`src/rtl/rc_step_meas.sv`:
```
// Step-response stimulus/measurement FSM for the fixed-point RC model: drives a step, times rise/fall crossings.
// Optional macro RC_MEAS_TIMEOUT_EN bounds each RISE/FALL phase to TIMEOUT_CYCLES and flags `timeout`.
module rc_step_meas #(
  parameter int WIDTH          = 25,
  parameter int CNT_W          = 16,
  parameter int HOLD_CYCLES    = 256,
  parameter int TIMEOUT_CYCLES = 65535
) (
  input  logic             clk,
  input  logic             rst,
  input  logic             start,
  input  logic [WIDTH-1:0] v_high,
  input  logic [WIDTH-1:0] thr_hi,
  input  logic [WIDTH-1:0] thr_lo,
  output logic [WIDTH-1:0] v_in,
  input  logic [WIDTH-1:0] v_out,
  output logic             busy,
  output logic [CNT_W-1:0] rise_cycles,
  output logic [CNT_W-1:0] fall_cycles,
  output logic             result_valid,
  input  logic             result_ready,
  output logic             timeout
);

  typedef enum logic [2:0] {S_IDLE, S_RISE, S_HOLD, S_FALL, S_REPORT} state_t;

`ifdef RC_MEAS_TIMEOUT_EN
  localparam bit TO_EN = 1'b1;
`else
  localparam bit TO_EN = 1'b0;
`endif

  localparam logic [CNT_W-1:0] HOLD_LAST = CNT_W'(HOLD_CYCLES - 1);
  localparam logic [CNT_W-1:0] TO_LAST   = CNT_W'(TIMEOUT_CYCLES - 1);
  localparam logic [CNT_W-1:0] CNT_ONES  = '1;

  function automatic logic [CNT_W-1:0] sat_inc(input logic [CNT_W-1:0] c);
    return (&c) ? c : c + CNT_W'(1);
  endfunction

  state_t                  state_q, state_d;
  logic [CNT_W-1:0]        cnt_q, cnt_d;
  logic signed [WIDTH-1:0] v_high_q, v_high_d;
  logic signed [WIDTH-1:0] thr_hi_q, thr_hi_d;
  logic signed [WIDTH-1:0] thr_lo_q, thr_lo_d;
  logic signed [WIDTH-1:0] v_in_q, v_in_d;
  logic [CNT_W-1:0]        rise_q, rise_d;
  logic [CNT_W-1:0]        fall_q, fall_d;
  logic                    valid_q, valid_d;
  logic                    timeout_q, timeout_d;
  logic                    busy_q, busy_d;
  logic signed [WIDTH-1:0] v_out_s;

  // Model output goes straight into the compare; no sampling register on this path.
  assign v_out_s = $signed(v_out);

  always_comb begin
    state_d   = state_q;
    cnt_d     = cnt_q;
    v_high_d  = v_high_q;
    thr_hi_d  = thr_hi_q;
    thr_lo_d  = thr_lo_q;
    v_in_d    = v_in_q;
    rise_d    = rise_q;
    fall_d    = fall_q;
    valid_d   = valid_q;
    timeout_d = timeout_q;
    case (state_q)
      S_IDLE: begin
        if (start) begin
          v_high_d  = $signed(v_high);
          thr_hi_d  = $signed(thr_hi);
          thr_lo_d  = $signed(thr_lo);
          v_in_d    = $signed(v_high);
          cnt_d     = '0;
          timeout_d = 1'b0;
          state_d   = S_RISE;
        end
      end
      S_RISE: begin
        if (v_out_s >= thr_hi_q) begin
          rise_d  = cnt_q;
          cnt_d   = '0;
          state_d = S_HOLD;
        end else if (TO_EN && cnt_q == TO_LAST) begin
          // Rise never crossed: no fall phase is run, so both results are marked invalid.
          rise_d    = CNT_ONES;
          fall_d    = CNT_ONES;
          timeout_d = 1'b1;
          v_in_d    = '0;
          valid_d   = 1'b1;
          state_d   = S_REPORT;
        end else begin
          cnt_d = sat_inc(cnt_q);
        end
      end
      S_HOLD: begin
        if (cnt_q == HOLD_LAST) begin
          v_in_d  = '0;
          cnt_d   = '0;
          state_d = S_FALL;
        end else begin
          cnt_d = sat_inc(cnt_q);
        end
      end
      S_FALL: begin
        if (v_out_s <= thr_lo_q) begin
          fall_d  = cnt_q;
          valid_d = 1'b1;
          state_d = S_REPORT;
        end else if (TO_EN && cnt_q == TO_LAST) begin
          fall_d    = CNT_ONES;
          timeout_d = 1'b1;
          valid_d   = 1'b1;
          state_d   = S_REPORT;
        end else begin
          cnt_d = sat_inc(cnt_q);
        end
      end
      S_REPORT: begin
        if (result_ready) begin
          valid_d = 1'b0;
          state_d = S_IDLE;
        end
      end
      default: state_d = S_IDLE;
    endcase
    busy_d = (state_d != S_IDLE);
  end

  always_ff @(posedge clk or negedge rst) begin
    if (!rst) begin
      state_q   <= S_IDLE;
      cnt_q     <= '0;
      v_high_q  <= '0;
      thr_hi_q  <= '0;
      thr_lo_q  <= '0;
      v_in_q    <= '0;
      rise_q    <= '0;
      fall_q    <= '0;
      valid_q   <= 1'b0;
      timeout_q <= 1'b0;
      busy_q    <= 1'b0;
    end else begin
      state_q   <= state_d;
      cnt_q     <= cnt_d;
      v_high_q  <= v_high_d;
      thr_hi_q  <= thr_hi_d;
      thr_lo_q  <= thr_lo_d;
      v_in_q    <= v_in_d;
      rise_q    <= rise_d;
      fall_q    <= fall_d;
      valid_q   <= valid_d;
      timeout_q <= timeout_d;
      busy_q    <= busy_d;
    end
  end

  assign v_in         = v_in_q;
  assign busy         = busy_q;
  assign rise_cycles  = rise_q;
  assign fall_cycles  = fall_q;
  assign result_valid = valid_q;
  assign timeout      = timeout_q;

endmodule

```
`config.mk`:
```
export PLATFORM = sky130hd
export DESIGN_NAME = rc_step_meas
export DESIGN_NICKNAME = d
export VERILOG_FILES = /design/src/rtl/rc_step_meas.sv
export SDC_FILE = /design/constraint.sdc
export NUM_CORES = 1
export LEC_CHECK = 0
export CAP_MARGIN = 10
export CORE_ASPECT_RATIO = 1.1
export CORE_MARGIN = 2
export CORE_UTILIZATION = 50
export DETAILED_ROUTE_END_ITERATION = 16
export GPL_ROUTABILITY_DRIVEN = 0
export PLACE_DENSITY = 0.81
export SLEW_MARGIN = 20
export SYNTH_ARGS = -nofsm -noshare
export SYNTH_HDL_FRONTEND = slang
export SYNTH_SLANG_ARGS = --single-unit
```
`constraint.sdc`:
```
create_clock -name clk -period 3 [get_ports clk]
set_input_delay 0.6 -clock clk [delete_from_list [all_inputs] [get_ports clk]]
set_output_delay 0.6 -clock clk [all_outputs]
set_load 0.01 [all_outputs]
```
==> impl_results.md, run 1 <==
* Final WL at between 15 and 20 mm
* TNS Setup at 0 ns
* Die W at around 110 um
* Vias per cell at 5.601
* Sink Count at 128
* Total Die Area at around 14000 um^2
* Mapped Area at about 6600 um^2
* Core area at approximately 13000 um^2
* Hold buffers post-CTS at 0
* Final Skew at ~0.0087 ns
* Final net count at 1028
* Antenna violations before repair at 0
* Post-layout util at about three quarters
* GRT Resource Usage Total at between 20% and 30%
* Area contributors post-synth: dfrtp_1 49%, ha_1 9.7%, nand2_1 7.4%
* # setup viols final at 0
* Worst EP arrival at ~3.3 ns
* Worst hold-check path type: in2async
* CTS buffer count at 17
* Synth top area share at between 40% and 50%
* Vias at 5842
* WL/cell at ~17 um
* Worst-Margin Slew at around 0.55 ns
* DP Cell Count at 1008
* Yosys top cell by area: dfrtp_1
* Synthesis-stage register bit count at approximately 130
* Outcome: finished clean
* Final instance count without filler cells at 1043
* Vias in the first global route at 5962
* DP HPWL at ~12 mm
* Post-synth EDFFs at 0
* Later-pin clock latency in the skew report at around 0.41 ns
* Global-route wire length before repair at roughly 28 mm
* P_leak at between 0.004 and 0.005 uW
* Syn_nets at about 830
* Synth warnings at 0
* First-pass iteration count of the detailed router at 5
* VDD IR-drop max at 0.5479 mV
* Syn avg cell area at 9.703 um^2
* Antenna cells at 0
* Clock-pin slew on the worst setup and hold paths at about 0.060 ns
* H-tree levels at 4
* Yosys cell types at 53
* Min Tclk post-route at 2.923 ns
* CP Class: in2reg
* Max_cap viols at 0
* Area Growth Syn to Fin at 43.92%
* Hold_ws at 0.1634 ns
* IO buf count at about 160
* Gr ovfl total at 0
* Period utilization at between 90% and 100%
* Final slew viol count at 0
* CTS max path bufs at 2
* Post-synthesis sequential area ratio at between 40% and 50%
* Share of cells above drive strength 1 at 16.14%
* # IOs at between 150 and 200
* CP required at between 3 and 4 ns
* Pin count of the biggest net entering global routing at ~120
* Pwr Density at 901.9 nW/um^2
* TritonCTS clock tree: yes
* Row cnt at 43
* # DRC at 0
* Worst setup EP type: register
* Root Buffer: clkbuf_16
* Asr flop ratio synth at between 90% and 100%
* Antenna Nets Post-Route at 0
* Final Hold Fails at 0
* First DRT Iteration DRCs at 400
* Slew margin rel. at between 60% and 70%
* Fmax achieved at between 300 and 400 MHz
* Fillers at 853
* DIE HEIGHT at around 120 um
* Crit start category: input pin
* Cells after Synth at around 680
* Crit-path max FO at 9
* Initial Util at between 50% and 60%
* Post-synth top flop: dfrtp_1
-- logic make-up (layout without fill, tap and decap cells) --
family	count (synthesis)	after routing	share of synthesized area, %
AO/OA/AOI/OAI	127	127	12.23
AND/OR/NAND/NOR	247	247	17.81
multiplexers	34	34	5.829
other	1	1	0.05709
flip-flops	128	128	48.76
adder cells (fa/ha/maj)	51	51	9.714
buffers and inverters	89	298	5.600
-- cell usage after synthesis (2+ instances only) --
| cell type | count |
|---|---|
| a21oi_1 | 22 |
| mux2_2 | 34 |
| nand2_1 | 129 |
| a21o_1 | 5 |
| nor2b_1 | 2 |
| nand3_1 | 37 |
| buf_6 | 3 |
| dfrtp_1 | 128 |
| inv_1 | 53 |
| o21bai_1 | 3 |
| and3_1 | 8 |
| ha_1 | 51 |
| nor4_1 | 7 |
| a22oi_1 | 2 |
| o211ai_1 | 2 |
| buf_2 | 6 |
| nor4b_1 | 3 |
| nand3b_1 | 2 |
| nand4_1 | 11 |
| nor2_1 | 15 |
| a21boi_0 | 3 |
| o21ai_0 | 59 |
| clkbuf_1 | 26 |
| nand2b_1 | 6 |
| o22a_1 | 3 |
| a221o_1 | 7 |
| a211o_1 | 4 |
| or3_1 | 2 |
| o21a_1 | 2 |
| or2_2 | 2 |
| a211oi_1 | 5 |
| nor3_1 | 14 |
-- report_power, final --
part | leakage [uW] | internal, uW | switching (uW)
combinational | 0.00249 | 1670 | 1910
clock | 0.000318 | 1490 | 803
sequential | 0.00166 | 2350 | 309
total | 0.00447 | 5510 | 3020
-- final cells by class --
type	instances	area, um^2	share of cell area, %
Inverter	53	198.9	2.104
Tap cell	157	196.4	2.078
Clock buffer	17	425.4	4.500
Timing Repair Buffer	213	2087	22.08
Clock inverter	15	232.7	2.462
Multi-Input combinational cell	460	3110	32.90
Sequential cell	128	3203	33.88
-- final timing paths --
check / from / endpoint / slack, ns / depth (start not counted)
min in group clk: v_in[20] / v_in[20] / 0.47 / 2
worst min-delay path: rst / thr_lo_q[11] / 0.16 / 1
worst max register to register: thr_lo_q[10] / cnt_q[8] / 0.23 / 12
worst max-delay path: v_out[4] / cnt_q[5] / 0.08 / 12
max in group asynchronous: rst / fall_cycles[10] / 1.99 / 2
worst min register to register: v_in[20] / v_in[20] / 0.47 / 2
-- through the flow --
step	setup WS (ns)	total power [uW]	cell area, um^2
after floorplan	0.1600	4595	6569
after global placement	-0.3049	5885	8631
after detailed placement	-0.4219	6092	8631
after CTS	0.02632	8428	9304
after global routing	-0.01501	9078	9454
final	0.07667	8527	9454
-- registers in the layout (all words and copies together) (netlist names) --
signal and count:
thr_hi_q 25, thr_lo_q 25, v_in 25, cnt_q 16, fall_cycles 16, rise_cycles 16
state_q 3, busy 1, result_valid 1
-- per-layer routing --
layer	wire, um	share of wire, %	vias to the layer above	track usage [%]
met5	0	0	-	0
met1	7063	41	2806	30.30
li1	-	-	2742	-
met3	1081	6.2	49	6.092
met2	8722	50	245	42.94
met4	527	3.0	0	9.110
-- worst max-delay path, cell delays in order --
cell             delay (ns)
clkdlybuf4s50_1        0.43
ha_1                   0.31
and3_1                 0.20
and3_1                 0.19
a32o_2                 0.27
a311oi_4               0.32
buf_4                  0.18
nor3_4                 0.04
buf_6                  0.14
clkbuf_16              0.16
nor4b_2                0.28
a221o_1                0.16
-- cells in the final DEF, fill, tap and decap left out, types with 4 or more instances in the layout --
| master | netlist | routed |
|---|---|---|
| a211o_1 | 4 | 4 |
| a211oi_1 | 5 | 5 |
| a21o_1 | 5 | 5 |
| a21oi_1 | 22 | 21 |
| a221o_1 | 7 | 7 |
| and3_1 | 8 | 7 |
| buf_12 | 0 | 4 |
| buf_4 | 1 | 45 |
| bufinv_16 | 0 | 5 |
| clkbuf_16 | 0 | 18 |
| clkdlybuf4s50_1 | 0 | 157 |
| clkinv_4 | 0 | 5 |
| dfrtp_1 | 128 | 128 |
| dlymetal6s2s_1 | 0 | 4 |
| ha_1 | 51 | 49 |
| inv_1 | 53 | 53 |
| mux2_2 | 34 | 34 |
| nand2_1 | 129 | 128 |
| nand2b_1 | 6 | 6 |
| nand3_1 | 37 | 36 |
| nand4_1 | 11 | 11 |
| nor2_1 | 15 | 15 |
| nor3_1 | 14 | 14 |
| nor4_1 | 7 | 6 |
| o21ai_0 | 59 | 56 |
-- what timing repair did --
item,in CTS,in global routing
endpoints found under the setup margin,1,32
setup buffers,0,1
cloned,0,2
pin swaps,1,8
resized for setup,2,21
Note: power is estimated with default switching activity, not from simulation.
==> run 2: changes to the inputs <==
- clock period: 3 -> 3.1 ns (I/O delays scaled with it)
==> run 2 against run 1 <==
- the flow now finishes with violations (setup timing)
- sequential cell count stayed put
- first-iteration DRC count is 12% higher
- clock skew is 0.0010 ns higher
- design area is 0.83% lower
- sequential share of layout area is 0.28 points higher
- largest cell class unchanged
- largest power group unchanged
==> impl_results.md, run 2 (synthesis results as in run 1) <==
* CTS max path bufs at 2 (unchanged)
* Antenna violations before repair at 0 (unchanged)
* # IOs at 164 (unchanged)
* Final worst setup slack at -0.006022 ns (-0.08269 ns)
* Area Growth Syn to Fin at 42.72%
* Crit-path max FO at 18 (+9)
* Final instance count without filler cells at 1041 (-0.19%)
* Vias in the first global route at 5947 (-0.25%)
* Antenna Nets Post-Route at 0 (unchanged)
* IO buf count at 162 (unchanged)
* DP Cell Count at 1005 (-0.30%)
* # DRC at 0 (unchanged)
* GR Util met1 at 30.88% (+0.58 points)
* CTS buffer count at 17 (unchanged)
* Combinational Power Share at 41.4% (-0.6 points)
* Antenna cells at 0 (unchanged)
* Outcome: complete, but fails checks
* Most frequent cells in the layout: 161 x clkdlybuf4s50_1, 129 x nand2_1, 128 x dfrtp_1
* Worst hold-check path type: in2async
* Row cnt at 43 (unchanged)
* Flip-flop and latch area at 3203 um^2 (unchanged)
* # setup viols final at 1 (+1)
* Met2 GRT Util at 43.29% (+0.35 points)
* Min Tclk post-route at 3.106 ns
* Setup crit start: v_out[4]
* Vias per cell at 5.567 (-0.61%)
* Later-pin clock latency in the skew report at 0.42 ns (about the same)
* CP Class: in2reg
* Gr ovfl total at 0 (unchanged)
* WL/cell at 16.63 um (-0.31%)
* Clock-pin slew on the worst setup and hold paths at 0.06 ns (about the same)
* Worst setup EP type: register
* GRT Resource Usage Total at 25.30% (+0.34 points)
* Worst-Margin Slew at 0.5042 ns (-0.04406 ns)
* Fillers at 903 (+5.9%)
* Failing checks: setup timing
* DIE HEIGHT at 124.2 um (unchanged)
* Final WL at 17.31 mm (-0.50%)
* P_leak at 0.004416 uW (-1.1%)
* Final net count at 1026 (-0.19%)
* Final Skew at 0.009715 ns (+0.001046 ns)
* Pin count of the biggest net entering global routing at 124 (unchanged)
* Slew margin rel. at 66.38% (+2.9 points)
* Met3 Use GR at 5.214% (-0.88 points)
* Die W at 113.3 um (unchanged)
* Share of cells above drive strength 1 at 15.16% (-0.98 points)
* Final slew viol count at 0 (unchanged)
* Crit start category: input pin
* Sequential power share at 31.3% (about the same)
* R2R Path Start: thr_lo_q[4]
* Fmax achieved at between 300 and 400 MHz
* First-pass iteration count of the detailed router at 5 (unchanged)
* VDD IR-drop max at 0.4197 mV (-23%)
* Int Power at 5347 uW (-2.9%)
* Period utilization at 100.2%
* Vias at 5795 (-0.80%)
* Switch share at 34.83% (-0.58 points)
* Multi-input gate area at 3053 um^2 (-1.9%)
* DP HPWL at 12.16 mm (-0.45%)
* Worst EP arrival at 3.45 ns (+0.18 ns)
* Cell Area, Placed at 8608 um^2 (-0.26%)
* CP required at 3.45 ns (+0.10 ns)
* Sink Count at 128 (unchanged)
* Total Die Area at 14070 um^2 (unchanged)
* First DRT Iteration DRCs at 448 (+12%)
* Core area at 12700 um^2 (unchanged)
* RSZ-0062 raised after global routing: true
* Design Area, Final at 9375 um^2 (-0.83%)
* Final Hold Fails at 0 (unchanged)
* Global-route wire length before repair at 28.48 mm (+1.2%)
* Max_cap viols at 0 (unchanged)
* H-tree levels at 4 (unchanged)
* Commonest non-fill, non-tap cell in the layout: clkdlybuf4s50_1
* Hold buffers post-CTS at 0 (unchanged)
* Pwr Density at 875.1 nW/um^2 (-3.0%)
* GR peak layer: met2
* Clock share of power at 27.3% (+0.4 points)
* Root Buffer: clkbuf_16
* Initial Util at 51.73% (unchanged)
* TritonCTS clock tree: yes
* Sw power at 2857 uW (-5.4%)
[run 2: area by class of cell]
cell class | instances | share of cell area, %
Multi-Input combinational cell | 460 | 32.56
Tap cell | 157 | 2.095
Inverter | 53 | 2.122
Clock buffer | 20 | 4.978
Sequential cell | 128 | 34.17
Clock inverter | 12 | 2.162
Timing Repair Buffer | 211 | 21.91
[run 2: per-layer routing]
layer	vias to the layer above	share of wire [%]
met4	0	2.7
met3	43	5.1
met1	2793	41
li1	2747	-
met5	-	0
met2	212	51
[run 2: what timing repair did]
item / in CTS / in global routing
resized for setup: 0 / 9
setup buffers: 0 / 3
setup endpoints to repair: 0 / 21
[run 2: critical path, cell delays in order]
cell and delay, ns:
clkdlybuf4s50_1 0.44, ha_1 0.33, and3_1 0.20, and3_1 0.19, a32o_2 0.28, a311oi_2 0.33
buf_4 0.18, nor3_4 0.03, buf_4 0.17, buf_12 0.16, nor3_1 0.33, a221o_1 0.19
[run 2: path summary, 6_finish.rpt]
| check | to | cells after the start | slack [ns] |
|---|---|---|---|
| worst max-delay path | cnt_q[8] | 12 | -0.006 |
| worst min-delay path | thr_lo_q[12] | 1 | 0.16 |
| worst max register to register | cnt_q[8] | 12 | 0.30 |
| worst min register to register | v_in[24] | 2 | 0.46 |
| max in group asynchronous | thr_lo_q[18] | 2 | 2.04 |
| min in group clk | v_in[24] | 2 | 0.46 |
[run 2: power by group through the flow]
stage / sequential, uW / combinational, uW / clock, uW
after detailed placement: 2590 / 3260 / 0
after floorplan: 2610 / 1830 / 0
after global placement: 2560 / 3110 / 0
after global routing: 2640 / 3770 / 2350
after CTS: 2570 / 3320 / 2260
final: 2570 / 3390 / 2240
[run 2: through the flow]
stage	setup TNS (ns)	setup WS, ns	hold WS (ns)	power [uW]	util, %
after floorplan	0	0.2400	0.3244	4446	-
after global placement	-7.798	-0.2379	0.4510	5671	67.80
after detailed placement	-10.29	-0.3238	0.4563	5859	67.80
after CTS	0	0.07702	0.1753	8147	73.07
after global routing	-0.09161	-0.03876	0.1960	8755	73.84
final	-0.006022	-0.006022	0.1634	8205	73.84
==> run 3: changes to the inputs <==
- CTS_CLUSTER_DIAMETER: not set -> 40
- PLACE_DENSITY: 0.81 -> 0.87
==> run 3 against run 2 <==
- clock power shrank 7%
- clock skew decreased by 0.0037 ns
- cell count is 1.2% lower
- largest cell class unchanged
- critical path depth unchanged
- via count shrank 0.83%
- global-route usage fell by 0.32 points
- the flow now finishes without violations
- setup slack improved by 0.13 ns
==> impl_results.md, run 3 (synthesis results as in run 1) <==
* Outcome: finished clean
* CP top delay family: buffers and inverters
* CTS max path bufs at 2 (unchanged)
* CP required at 3.40 ns (-0.05 ns)
* R2R Path Start: thr_hi_q[18]
* H-tree levels at 4 (unchanged)
* Setup crit start: v_out[12]
* Final Hold Fails at 0 (unchanged)
* Antenna violations before repair at 0 (unchanged)
* Most frequent cells in the layout: 161 x clkdlybuf4s50_1, 129 x nand2_1, 128 x dfrtp_1
* Critical path's most frequent cell: buf_4
* Clock-pin slew on the worst setup and hold paths at 0.06 ns (about the same)
* Pwr Density at 866.9 nW/um^2 (-0.94%)
* Final WL at 17.36 mm (+0.31%)
* Slew margin rel. at 42.14% (-24 points)
* Vias at 5747 (-0.83%)
* Area Growth Syn to Fin at 40.32%
* Worst EP arrival at 3.27 ns (-0.18 ns)
* DP HPWL at 12.00 mm (-1.4%)
* Antenna cells at 0 (unchanged)
* CTS buffer count at 17 (unchanged)
* Total Die Area at 14070 um^2 (unchanged)
* Later-pin clock latency in the skew report at 0.42 ns (about the same)
* Worst setup EP type: register
* Fmax achieved at 336.2 MHz (+4.4%)
* Final slew viol count at 0 (unchanged)
* Max_cap viols at 0 (unchanged)
* Min Tclk post-route at 2.974 ns (-0.1317 ns)
* First-pass iteration count of the detailed router at 6 (+1)
* Fillers at 891 (-1.3%)
* Critical Path Max Stage Delay at 0.44 ns (about the same)
* Worst hold-check path type: in2async
* Crit start category: input pin
* Root Buffer: clkbuf_16
* Sink Count at 128 (unchanged)
* CP Class: in2reg
* Share of cells above drive strength 1 at 13.99% (-1.2 points)
* Vias in the first global route at 5779 (-2.8%)
* CP cell instances: clkdlybuf4s50_1, ha_1, buf_4, a21oi_1, o21ai_0, a22oi_2, a311oi_2, buf_4, nor3_4, buf_12, nor3_1, a221o_1
* Worst Path Buf+Inv at 4 (unchanged)
* Crit-path max FO at 36 (+18)
* Antenna Nets Post-Route at 0 (unchanged)
* GRT Resource Usage Total at 24.97% (-0.32 points)
* Die W at 113.3 um (unchanged)
* Final worst setup slack at 0.1256 ns (+0.1317 ns)
* Global-route wire length before repair at 27.88 mm (-2.1%)
* First DRT Iteration DRCs at 474 (+5.8%)
* # IOs at 164 (unchanged)
* Vias per cell at 5.585 (+0.33%)
* Total chip power at 7991 uW (-2.6%)
* Pin count of the biggest net entering global routing at 124 (unchanged)
* Period utilization at 95.95% (-4.2 points)
* TritonCTS clock tree: yes
* R2r worst-path depth at 10 (-2)
* # DRC at 0 (unchanged)
* Worst-Margin Slew at 0.8679 ns (+0.3636 ns)
* TNS Setup at 0 ns (+0.006022 ns)
* Hold_ws at 0.2905 ns (+0.1271 ns)
* Crit path max-delay cell type: clkdlybuf4s50_1
* Final net count at 1014 (-1.2%)
* Post-CTS Setup Inserts at 0 (unchanged)
* Gr ovfl total at 0 (unchanged)
* WL/cell at 16.87 um (+1.5%)
* VDD IR-drop max at 0.4548 mV (+8.4%)
* Worst path depth at 12 (unchanged)
* P_leak at 0.004333 uW (-1.9%)
* Hold buffers post-CTS at 0 (unchanged)
* Row cnt at 43 (unchanged)
* Final Skew at 0.005992 ns (-0.003723 ns)
* Commonest non-fill, non-tap cell in the layout: clkdlybuf4s50_1
* Setup WS pre-CTS at -0.2794 ns (+0.04435 ns)
* Core area at 12700 um^2 (unchanged)
* IO buf count at 162 (unchanged)
* Initial Util at 51.73% (unchanged)
* # setup viols final at 0 (-1)
* DIE HEIGHT at 124.2 um (unchanged)
* Post-layout util at 72.60% (-1.2 points)
run 3: stage by stage:
step                      instances  cell area (um^2)
after floorplan                 677              6569
after global placement          997              8561
after detailed placement        997              8561
after CTS                      1029              9183
after global routing           1029              9218
final                          1029              9218
run 3: per-layer routing:
metal  up-vias  global-route usage [%]  share of wire (%)
met1      2744                   30.36                 40
met5         -                       0                  0
met4         0                   11.12                2.9
met3        46                   5.848                6.5
met2       236                   42.09                 50
li1       2721                       -                  -
run 3: final timing paths:
check                               endpoint  slack, ns
max in group asynchronous          cnt_q[10]       2.06
worst min register to register      v_in[11]       0.46
worst max-delay path               cnt_q[10]       0.13
worst min-delay path            thr_lo_q[10]       0.29
min in group clk                    v_in[11]       0.46
worst max register to register     cnt_q[12]       0.40
run 3: final cells by class:
cell class / instances / area [um^2] / share of cell area, %
tap: 157 / 196.4 / 2.131
sequential: 128 / 3203 / 34.75
clock buffer: 20 / 466.7 / 5.063
multi-input combinational: 460 / 3038 / 32.96
clock inverter: 12 / 155.1 / 1.683
inverter: 53 / 198.9 / 2.158
timing repair buffer: 199 / 1959 / 21.26
run 3: what timing repair did:
item | CTS | global route
gates resized for setup | 0 | 7
endpoints found under the hold margin | 0 | 0
setup endpoints to repair | 0 | 11
run 3: report_power, final:
part / internal [uW] / leakage, uW / switching (uW) / total (uW)
Clock: 1330 / 0.000303 / 750 / 2080
Sequential: 2270 / 0.00166 / 296 / 2570
Combinational: 1540 / 0.00237 / 1800 / 3340
Total: 5150 / 0.00433 / 2840 / 7990
run 3: worst reg2reg max path: cells and delay by family (launching register included):
kind	cells	cell delay [ns]
adders and majority gates	1	0.27
AOI/OAI and AO/OA	6	1.55
DFF	1	0.36
and+or+nand+nor	1	0.17
buffers and inverters	2	0.29
